==> config.mk <==
export PLATFORM = sky130hd
export DESIGN_NAME = ysyx_23060042_lsu
export DESIGN_NICKNAME = d
export VERILOG_FILES = /design/src/rtl/ysyx_23060042_pkg.sv /design/src/rtl/ysyx_23060042_lsu_align.sv /design/src/rtl/ysyx_23060042_lsu.sv
export SDC_FILE = /design/constraint.sdc
export NUM_CORES = 1
export LEC_CHECK = 0
export BUFFER_PORTS_ARGS = -buffer_cell sky130_fd_sc_hd__buf_2
export CAP_MARGIN = 15
export CORE_AREA = 4 4 77 151
export DETAILED_ROUTE_END_ITERATION = 7
export DIE_AREA = 0 0 81 155
export PLACE_DENSITY = 0.79
export SLEW_MARGIN = 10
export SYNTH_ARGS = -nofsm -noshare
export SYNTH_HDL_FRONTEND = slang
export SYNTH_SLANG_ARGS = --single-unit
==> constraint.sdc <==
create_clock -name clk -period 2.2 [get_ports clk]
set_input_delay 0.11 -clock clk [delete_from_list [all_inputs] [get_ports clk]]
set_output_delay 0.11 -clock clk [all_outputs]
set_load 0.01 [all_outputs]
==> src/rtl/ysyx_23060042_pkg.sv <==
// Shared types and helpers for the ysyx_23060042 load/store unit.
//   lsu_size_t     : access size encoding carried on req_size (2'b11 is illegal)
//   lsu_state_t    : LSU transaction FSM states
//   LSU_LANES      : byte lanes of the 32-bit data path
//   lsu_misaligned : flags accesses the LSU refuses to issue
//   lsu_extract    : aligns a fetched word and sign/zero-extends the loaded value
package ysyx_23060042_pkg;

  localparam int unsigned LSU_LANES = 4;

  typedef enum logic [1:0] {
    LSU_B = 2'b00,
    LSU_H = 2'b01,
    LSU_W = 2'b10
  } lsu_size_t;

  typedef enum logic [1:0] {
    IDLE,
    REQ,
    WAIT,
    RESP
  } lsu_state_t;

  // Illegal size (2'b11) counts as misaligned so both cases share the error path.
  function automatic logic lsu_misaligned(input logic [1:0] addr_lo,
                                          input logic [1:0] size);
    logic bad;
    case (lsu_size_t'(size))
      LSU_B:   bad = 1'b0;
      LSU_H:   bad = addr_lo[0];
      LSU_W:   bad = |addr_lo;
      default: bad = 1'b1;
    endcase
    return bad;
  endfunction

  function automatic logic [31:0] lsu_extract(input logic [31:0] rdata,
                                              input logic [1:0]  addr_lo,
                                              input logic [1:0]  size,
                                              input logic        is_unsigned);
    logic [31:0] word;
    logic [31:0] ext;
    word = rdata >> {addr_lo, 3'b000};
    case (lsu_size_t'(size))
      LSU_B:   ext = is_unsigned ? {24'b0, word[7:0]}  : {{24{word[7]}}, word[7:0]};
      LSU_H:   ext = is_unsigned ? {16'b0, word[15:0]} : {{16{word[15]}}, word[15:0]};
      default: ext = word;
    endcase
    return ext;
  endfunction

endpackage

==> src/rtl/ysyx_23060042_lsu_align.sv <==
// Combinational byte-lane alignment for the LSU store path.
//   addr_lo    : low two bits of the byte address
//   size       : access size (lsu_size_t encoding)
//   wdata      : LSB-justified store data
//   lane_wdata : store data shifted into its byte lanes
//   wstrb      : byte-lane write strobe (0 for misaligned/illegal accesses)
//   misaligned : access must not be issued to memory
// Load-side extension is the package function lsu_extract, shared with the FSM.
module ysyx_23060042_lsu_align
  import ysyx_23060042_pkg::*;
#(
  parameter int DW = 32
) (
  input  logic [1:0]           addr_lo,
  input  logic [1:0]           size,
  input  logic [DW-1:0]        wdata,
  output logic [DW-1:0]        lane_wdata,
  output logic [LSU_LANES-1:0] wstrb,
  output logic                 misaligned
);

  logic [LSU_LANES-1:0] base_strb;

  always_comb begin
    case (lsu_size_t'(size))
      LSU_B:   base_strb = 4'b0001;
      LSU_H:   base_strb = 4'b0011;
      LSU_W:   base_strb = 4'b1111;
      default: base_strb = 4'b0000;
    endcase
    misaligned = lsu_misaligned(addr_lo, size);
    lane_wdata = wdata << {addr_lo, 3'b000};
    wstrb      = misaligned ? '0 : (base_strb << addr_lo);
  end

endmodule

==> src/rtl/ysyx_23060042_lsu.sv <==
// Multi-cycle load/store unit: one memory transaction at a time over a
// valid/ready memory port.
//   clk, rst        : core clock, synchronous active-high reset
//   req_*           : request from execute (addr, store flag, size, unsigned, data)
//   resp_*          : extended load data / error back to execute
//   mem_req_*       : word-aligned memory request with lane data and strobe
//   mem_resp_valid  : one-cycle read data / write ack pulse, mem_rdata the word
// Misaligned or illegal-size requests go straight to RESP with resp_err set.
module ysyx_23060042_lsu
  import ysyx_23060042_pkg::*;
#(
  parameter int AW = 32,
  parameter int DW = 32
) (
  input  logic          clk,
  input  logic          rst,
  input  logic          req_valid,
  output logic          req_ready,
  input  logic [AW-1:0] req_addr,
  input  logic          req_wen,
  input  logic [1:0]    req_size,
  input  logic          req_unsigned,
  input  logic [DW-1:0] req_wdata,
  output logic          resp_valid,
  input  logic          resp_ready,
  output logic [DW-1:0] resp_rdata,
  output logic          resp_err,
  output logic          mem_req_valid,
  input  logic          mem_req_ready,
  output logic [AW-1:0] mem_addr,
  output logic          mem_wen,
  output logic [DW-1:0] mem_wdata,
  output logic [3:0]    mem_wstrb,
  input  logic          mem_resp_valid,
  input  logic [DW-1:0] mem_rdata
);

  lsu_state_t state, next_state;

  logic [1:0] addr_lo_q;
  logic [1:0] size_q;
  logic       unsigned_q;
  logic       wen_q;

  logic [DW-1:0]        lane_wdata;
  logic [LSU_LANES-1:0] lane_strb;
  logic                 misaligned;

  logic accept;
  logic capture;

  // Lane data/strobe are computed from the live request and registered at
  // accept, so mem_* outputs stay frozen for the whole transaction.
  ysyx_23060042_lsu_align #(
    .DW(DW)
  ) u_align (
    .addr_lo    (req_addr[1:0]),
    .size       (req_size),
    .wdata      (req_wdata),
    .lane_wdata (lane_wdata),
    .wstrb      (lane_strb),
    .misaligned (misaligned)
  );

  always_ff @(posedge clk) begin
    if (rst) state <= IDLE;
    else     state <= next_state;
  end

  always_comb begin
    next_state    = state;
    req_ready     = 1'b0;
    mem_req_valid = 1'b0;
    resp_valid    = 1'b0;
    accept        = 1'b0;
    capture       = 1'b0;
    case (state)
      IDLE: begin
        req_ready = 1'b1;
        if (req_valid) begin
          accept     = 1'b1;
          next_state = misaligned ? RESP : REQ;
        end
      end
      REQ: begin
        mem_req_valid = 1'b1;
        if (mem_req_ready) next_state = WAIT;
      end
      WAIT: begin
        if (mem_resp_valid) begin
          capture    = 1'b1;
          next_state = RESP;
        end
      end
      RESP: begin
        resp_valid = 1'b1;
        if (resp_ready) next_state = IDLE;
      end
      default: next_state = IDLE;
    endcase
  end

  always_ff @(posedge clk) begin
    if (rst) begin
      addr_lo_q  <= '0;
      size_q     <= '0;
      unsigned_q <= 1'b0;
      wen_q      <= 1'b0;
      mem_addr   <= '0;
      mem_wen    <= 1'b0;
      mem_wdata  <= '0;
      mem_wstrb  <= '0;
      resp_rdata <= '0;
      resp_err   <= 1'b0;
    end else begin
      if (accept) begin
        addr_lo_q  <= req_addr[1:0];
        size_q     <= req_size;
        unsigned_q <= req_unsigned;
        wen_q      <= req_wen;
        mem_addr   <= {req_addr[AW-1:2], 2'b00};
        mem_wen    <= req_wen & ~misaligned;
        mem_wdata  <= lane_wdata;
        mem_wstrb  <= (req_wen & ~misaligned) ? lane_strb : '0;
        resp_rdata <= '0;
        resp_err   <= misaligned;
      end
      if (capture) begin
        resp_rdata <= wen_q ? '0 : lsu_extract(mem_rdata, addr_lo_q, size_q, unsigned_q);
      end
    end
  end

endmodule

=== Word-level counts from Yosys, hierarchy flattened ===
Cells that the tools add are included.

* Register bits after elaboration: 108
* Input port bits: 106
* Output and inout bits: 105
* Word-level logic and storage cells: 55

* Eq/ne operators: 10
* Shift-type cells: 3
* Muxes and demuxes: 23
* Bitwise gates (word level): 2
* Reduce and logical (&&, ||, !) cells: 6

{| class="wikitable"
|+ Operators with widths
! kind !! number
|-
| 32-bit 2-to-1 mux || 5
|-
| 32-bit case mux with 2 select lines || 1
|-
| 32-bit by 5-bit << shifter with 32-bit output || 1
|-
| 32-bit by 5-bit right shift with 32-bit output || 1
|-
| 4-bit case mux with 3 select lines || 1
|-
| 2-bit 2-to-1 mux || 5
|-
| 4-bit 2-to-1 mux || 2
|-
| 2-bit inequality test (second input constant) || 4
|-
| 2-bit case mux with 4 select lines || 1
|-
| 1-bit 2-to-1 mux || 7
|-
| 2-bit by 1-bit equality test with 1-bit output (second input constant) || 3
|-
| 2-bit equality test (second input constant) || 3
|-
| 2-bit logical NOT || 3
|-
| 4-bit AND reduction || 1
|-
| 4-bit by 2-bit << shifter with 4-bit output || 1
|-
| 1-bit case mux with 3 select lines || 1
|-
| 2-bit nonzero test || 1
|-
| 2-bit OR reduction || 1
|-
| 1-bit AND || 1
|-
| 1-bit NOT || 1
|}

=== Depth between registers and ports, before layout ===
* Word-level depth: 5
* Mapped depth: 8

=== Modules after synthesis ===
Synthesis repeated with hierarchy kept, for this count alone.

* Cells, all modules: 621
* Area, all modules: 5149.9 µm²

{| class="wikitable"
|+ Modules (own cells, without submodules)
! module !! times used !! cells an instance !! area each (µm²) !! sequential area each (µm²)
|-
| ysyx_23060042_lsu || 1 || 518 || 4481.8 || 2162.1
|-
| ysyx_23060042_lsu_align || 1 || 103 || 668.1 || 0.0
|}

=== Least setup slack after synthesis ===
No wires, ideal clock.

* Path type: register to register
* From: register state[0]
* To: register resp_rdata[29]
* Library setup time: 59 ps
* Arrival time: 1568 ps
* Data required time: 2141 ps
* Path slack: 573 ps
* Stages on the path, launching flop included: 8
* Buffers on the path: 1
* Period minus slack after synthesis: 1627 ps
* Cells stage by stage: dfxtp_1 > inv_1 > ha_1 > a22oi_2 > and2b_1 > buf_2 > a22oi_1 > nand2_1

* Word-level cells in the longest chain between the ends: 3
* Elaborated cells between the ends (all ways): 6
* Classes of those cells: 1 x eq/ne; 3 x mux; 2 x reduce/logical

{| class="wikitable"
|+ Ends and longest elaborated chain
! what !! RTL line !! source
|-
| start, declared || ysyx_23060042_lsu.sv:38 || <nowiki>lsu_state_t state, next_state;</nowiki>
|-
| start signal, assigned || ysyx_23060042_lsu.sv:67 || <nowiki>else state <= next_state;</nowiki>
|-
| 2-bit equality test / 2-bit logical NOT (equally long branches) || ysyx_23060042_lsu.sv:77 || <nowiki>case (state)</nowiki>
|-
| 1-bit 2-to-1 mux || ysyx_23060042_lsu.sv:77 ||
|-
| 32-bit 2-to-1 mux / 2-bit nonzero test (equally long branches) || n/a ||
|-
| end signal, assigned || ysyx_23060042_lsu.sv:129 || <nowiki>resp_rdata <= wen_q ? '0 : lsu_extract(mem_rdata, addr_lo_q, size_q, unsigned_q);</nowiki>
|-
| end, declared || ysyx_23060042_lsu.sv:26 || <nowiki>output logic [DW-1:0] resp_rdata,</nowiki>
|}

Several ways; a longest one is shown, not always the timed one.
A chain may end at the register's enable or synchronous reset.

=== Worst setup path in the final report ===
* From: register state[0]
* To: register resp_rdata[19]

The elaborated chain is that of the path after synthesis.

==> impl_metrics.yaml <==
setup_path:
  timing.critical_path.cells: "inv_1 -> ha_1 -> and3b_1 -> nand2_1 -> a2bb2oi_1 -> o21ai_0"
  worst_path_dominant_cell_family: "simple AND/OR/NAND/NOR gates"
  delay_of_the_slowest_cell_on_the_worst_path_ps: 490
  worst-endpoint-arrival_ps: 2250
  timing.critical_path.slowest_stage_cell: "and3b_1"
  setup_cp_type: "reg2reg"
  endpoint_kind: "flop"
  buf_inv_stages_crit_path: 1
  cp_data_required_time_ps: 2460
  crit_path_start_kind: "flop"
  crit_fanout: 11
logic_synthesis:
  ys_warn_count: 0
  avgSynthCellArea_um2: 8.848
  synth_top_cells_by_area: "dfxtp_1 (44%), nand2_1 (8.4%), a21oi_1 (5.9%)"
  synth-async-reset-ratio: 0
  ys_seq_elements: 108
  synth_seq_area_share: 0.4364
  synth_top_area_share: 0.4364
  most_numerous_cell_types_in_the_synthesized_netlist: "nand2_1 (111), dfxtp_1 (108), a21oi_1 (58)"
  ys.flop_type: "dfxtp_1"
  netlist_area_um2: 4955
  synth_enable_flop_cells: 0
  post-synth-top-area-cell: "dfxtp_1"
  netlist_instances: 560
  synth.lib_cells_used.distinct: 44
  synth.most_common_cell: "nand2_1"
sta:
  setup_viol: 0
  worst_slew_pin_slew_ps: 777.5
  minimum_period_implied_by_the_final_worst_setup_slack_ps: 1989
  slew_headroom: 0.4816
  post-route-period-util: 0.9040
  max_freq_mhz: 502.8
  finalWorstSetupSlack_ps: 211.2
  fin_skew_ps: 8.914
  finalHoldViolations: 0
  finalSetupTns_ps: 0
  rsz0062_at_grt: "no"
  report.final.slew_viol_count: 0
routing:
  postRouteAntennaNets: 0
  firstDrtPassIters: 5
  viasPerCell: 5.508
  drt-initial-drc-count: 281
  average_wire_length_per_cell_after_detail_routing_um: 17.38
  post-route-drc-count: 0
  route.vias.total: 5007
  detail_route.wirelength_um: 15800
cts:
  clock_root_buffer_master: "clkbuf_16"
  clk_transition_reported_paths_ps: 70
  total_cts_buffers: 9
  post_cts_resized: 0
  worst_skew_pair.late_latency_ps: 340
  cts_buffer_depth: 2
  cts.hold.buffers_added: 22
  clock-sinks: 108
  postCtsSetupRepairBufs: 0
  htree_levels: 3
  cts_tree: "yes"
floorplan:
  chipHeight_um: 155
  die_w_um: 81
  placeableCoreArea_um2: 10480
  placement_rows: 53
  top_level_ports: 211
  die_area_um2: 12560
  floorplan.initialDensity: 0.4729
final_layout:
  layout.area.seq_um2: 2162
  design.final.nets: 881
  total_area_of_multi_input_combinational_cells_um2: 2529
  syn_to_final_growth_pct: 32.32
  layout.filler_cells: 941
  post_route_cells_drive_above_1_share: 0.3450
global_routing:
  grt_use_total: 0.2517
  grt_pass1_wl_um: 24750
  overflow: 0
  grt_antenna_before_repair: 1
  pin_count_of_the_biggest_net_entering_global_routing: 53
  via_count_of_the_first_global_routing_pass: 5094
placement:
  portBuffers: 208
  weighted_congestion_at_the_end_of_routability_driven_global_placement: 0.9194
  place_hpwl_um: 11600
  place_worst_setup_slack_ps: 312.6
pwr:
  power.density_cell_area_nw_per_um2: 944.4
  leakagePower_uw: 0.002979
  vdd_drop_max_v: 0.0005815
outcome:
  outcome: "finished clean"
hold_path:
  hold_path.class: "in2reg"
run:
  max_cap_violations: 0
[state kept, by name (all words and copies together), names as in the netlist]
signal and count:
resp_err 1, mem_wdata 32, addr_lo_q 2, size_q 2, mem_addr 30, wen_q 1, state 2, mem_wen 1
mem_wstrb 4, resp_rdata 32, unsigned_q 1
[layout make-up]
class / instances / area share
Antenna cell: 1 / 0.0003817
Clock buffer: 10 / 0.03492
Clock inverter: 6 / 0.01069
Inverter: 7 / 0.004008
Multi-Input combinational cell: 401 / 0.3857
Sequential cell: 108 / 0.3298
Tap cell: 137 / 0.02614
Timing Repair Buffer: 239 / 0.2084
[routing by layer]
metal	vias to the layer above	GRT usage	part of all wire	wire length [µm]
met5	-	0	0	0
met4	0	0.1281	0.046	729
met3	49	0.04983	0.067	1062
met2	233	0.4633	0.53	8424
met1	2338	0.2591	0.35	5581
li1	2387	-	-	-
[stage by stage]
step	cell area, µm²	total power [µW]	instances	utilization	hold WS [ps]
final	6556	6192	909	0.6257	11.10
after global routing	6556	6558	909	0.6257	14.70
after floorplan	4959	3823	561	-	246.0
after detailed placement	6035	4570	870	0.5759	358.1
after CTS	6554	6228	908	0.6255	0.08199
after global placement	6035	4500	870	0.5759	349.4
[cell families after synthesis]
| logic type | count (synthesis) | share of synthesized area |
|---|---|---|
| other | 1 | 0.0007568 |
| adders and majority gates | 9 | 0.02273 |
| DFF | 108 | 0.4364 |
| muxes | 51 | 0.1275 |
| and+or+nand+nor | 188 | 0.1654 |
| buffers and inverters | 52 | 0.05480 |
| AOI/OAI and AO/OA | 151 | 0.1924 |
[worst register-to-register path, delay by kind of cell, from the launching register on]
kind                     cells  cell delay [ps]
AO/OA/AOI/OAI                2              390
flip-flops                   1              330
buffers and inverters        1              130
adder cells (fa/ha/maj)      1              260
AND/OR/NAND/NOR              2              800
[path summary, 6_finish.rpt]
path / startpoint / slack [ps] / end / depth (start not counted)
setup / recovery: state[0] / 210 / resp_rdata[19] / 6
hold / removal: req_addr[28] / 10 / mem_addr[28] / 3
setup reg to reg: state[0] / 210 / resp_rdata[19] / 6
hold reg to reg: resp_rdata[11] / 450 / resp_rdata[11] / 2
[power breakdown]
group	internal (µW)	total (µW)	leakage, µW	switching [µW]
clock	896	1620	0.000148	727
sequential	2240	2410	0.000880	172
combinational	865	2160	0.00195	1290
[cell usage in the layout (no fill, tap or decap), drive strengths merged, types with 3 or more instances in the layout]
cell,instances
a221oi,8
o21ai,27
ha,9
mux2i,26
a22oi,32
nand2,111
mux2,17
dfxtp,108
clkbuf,10
a21oi,58
nor2,42
dlygate4sd3,22
mux4,8
a211oi,3
nand3b,9
nor3,11
inv,10
buf,217
o211ai,10
a2bb2oi,8
nand2b,3
nand3,3
Power figures use the tool's default switching activity.
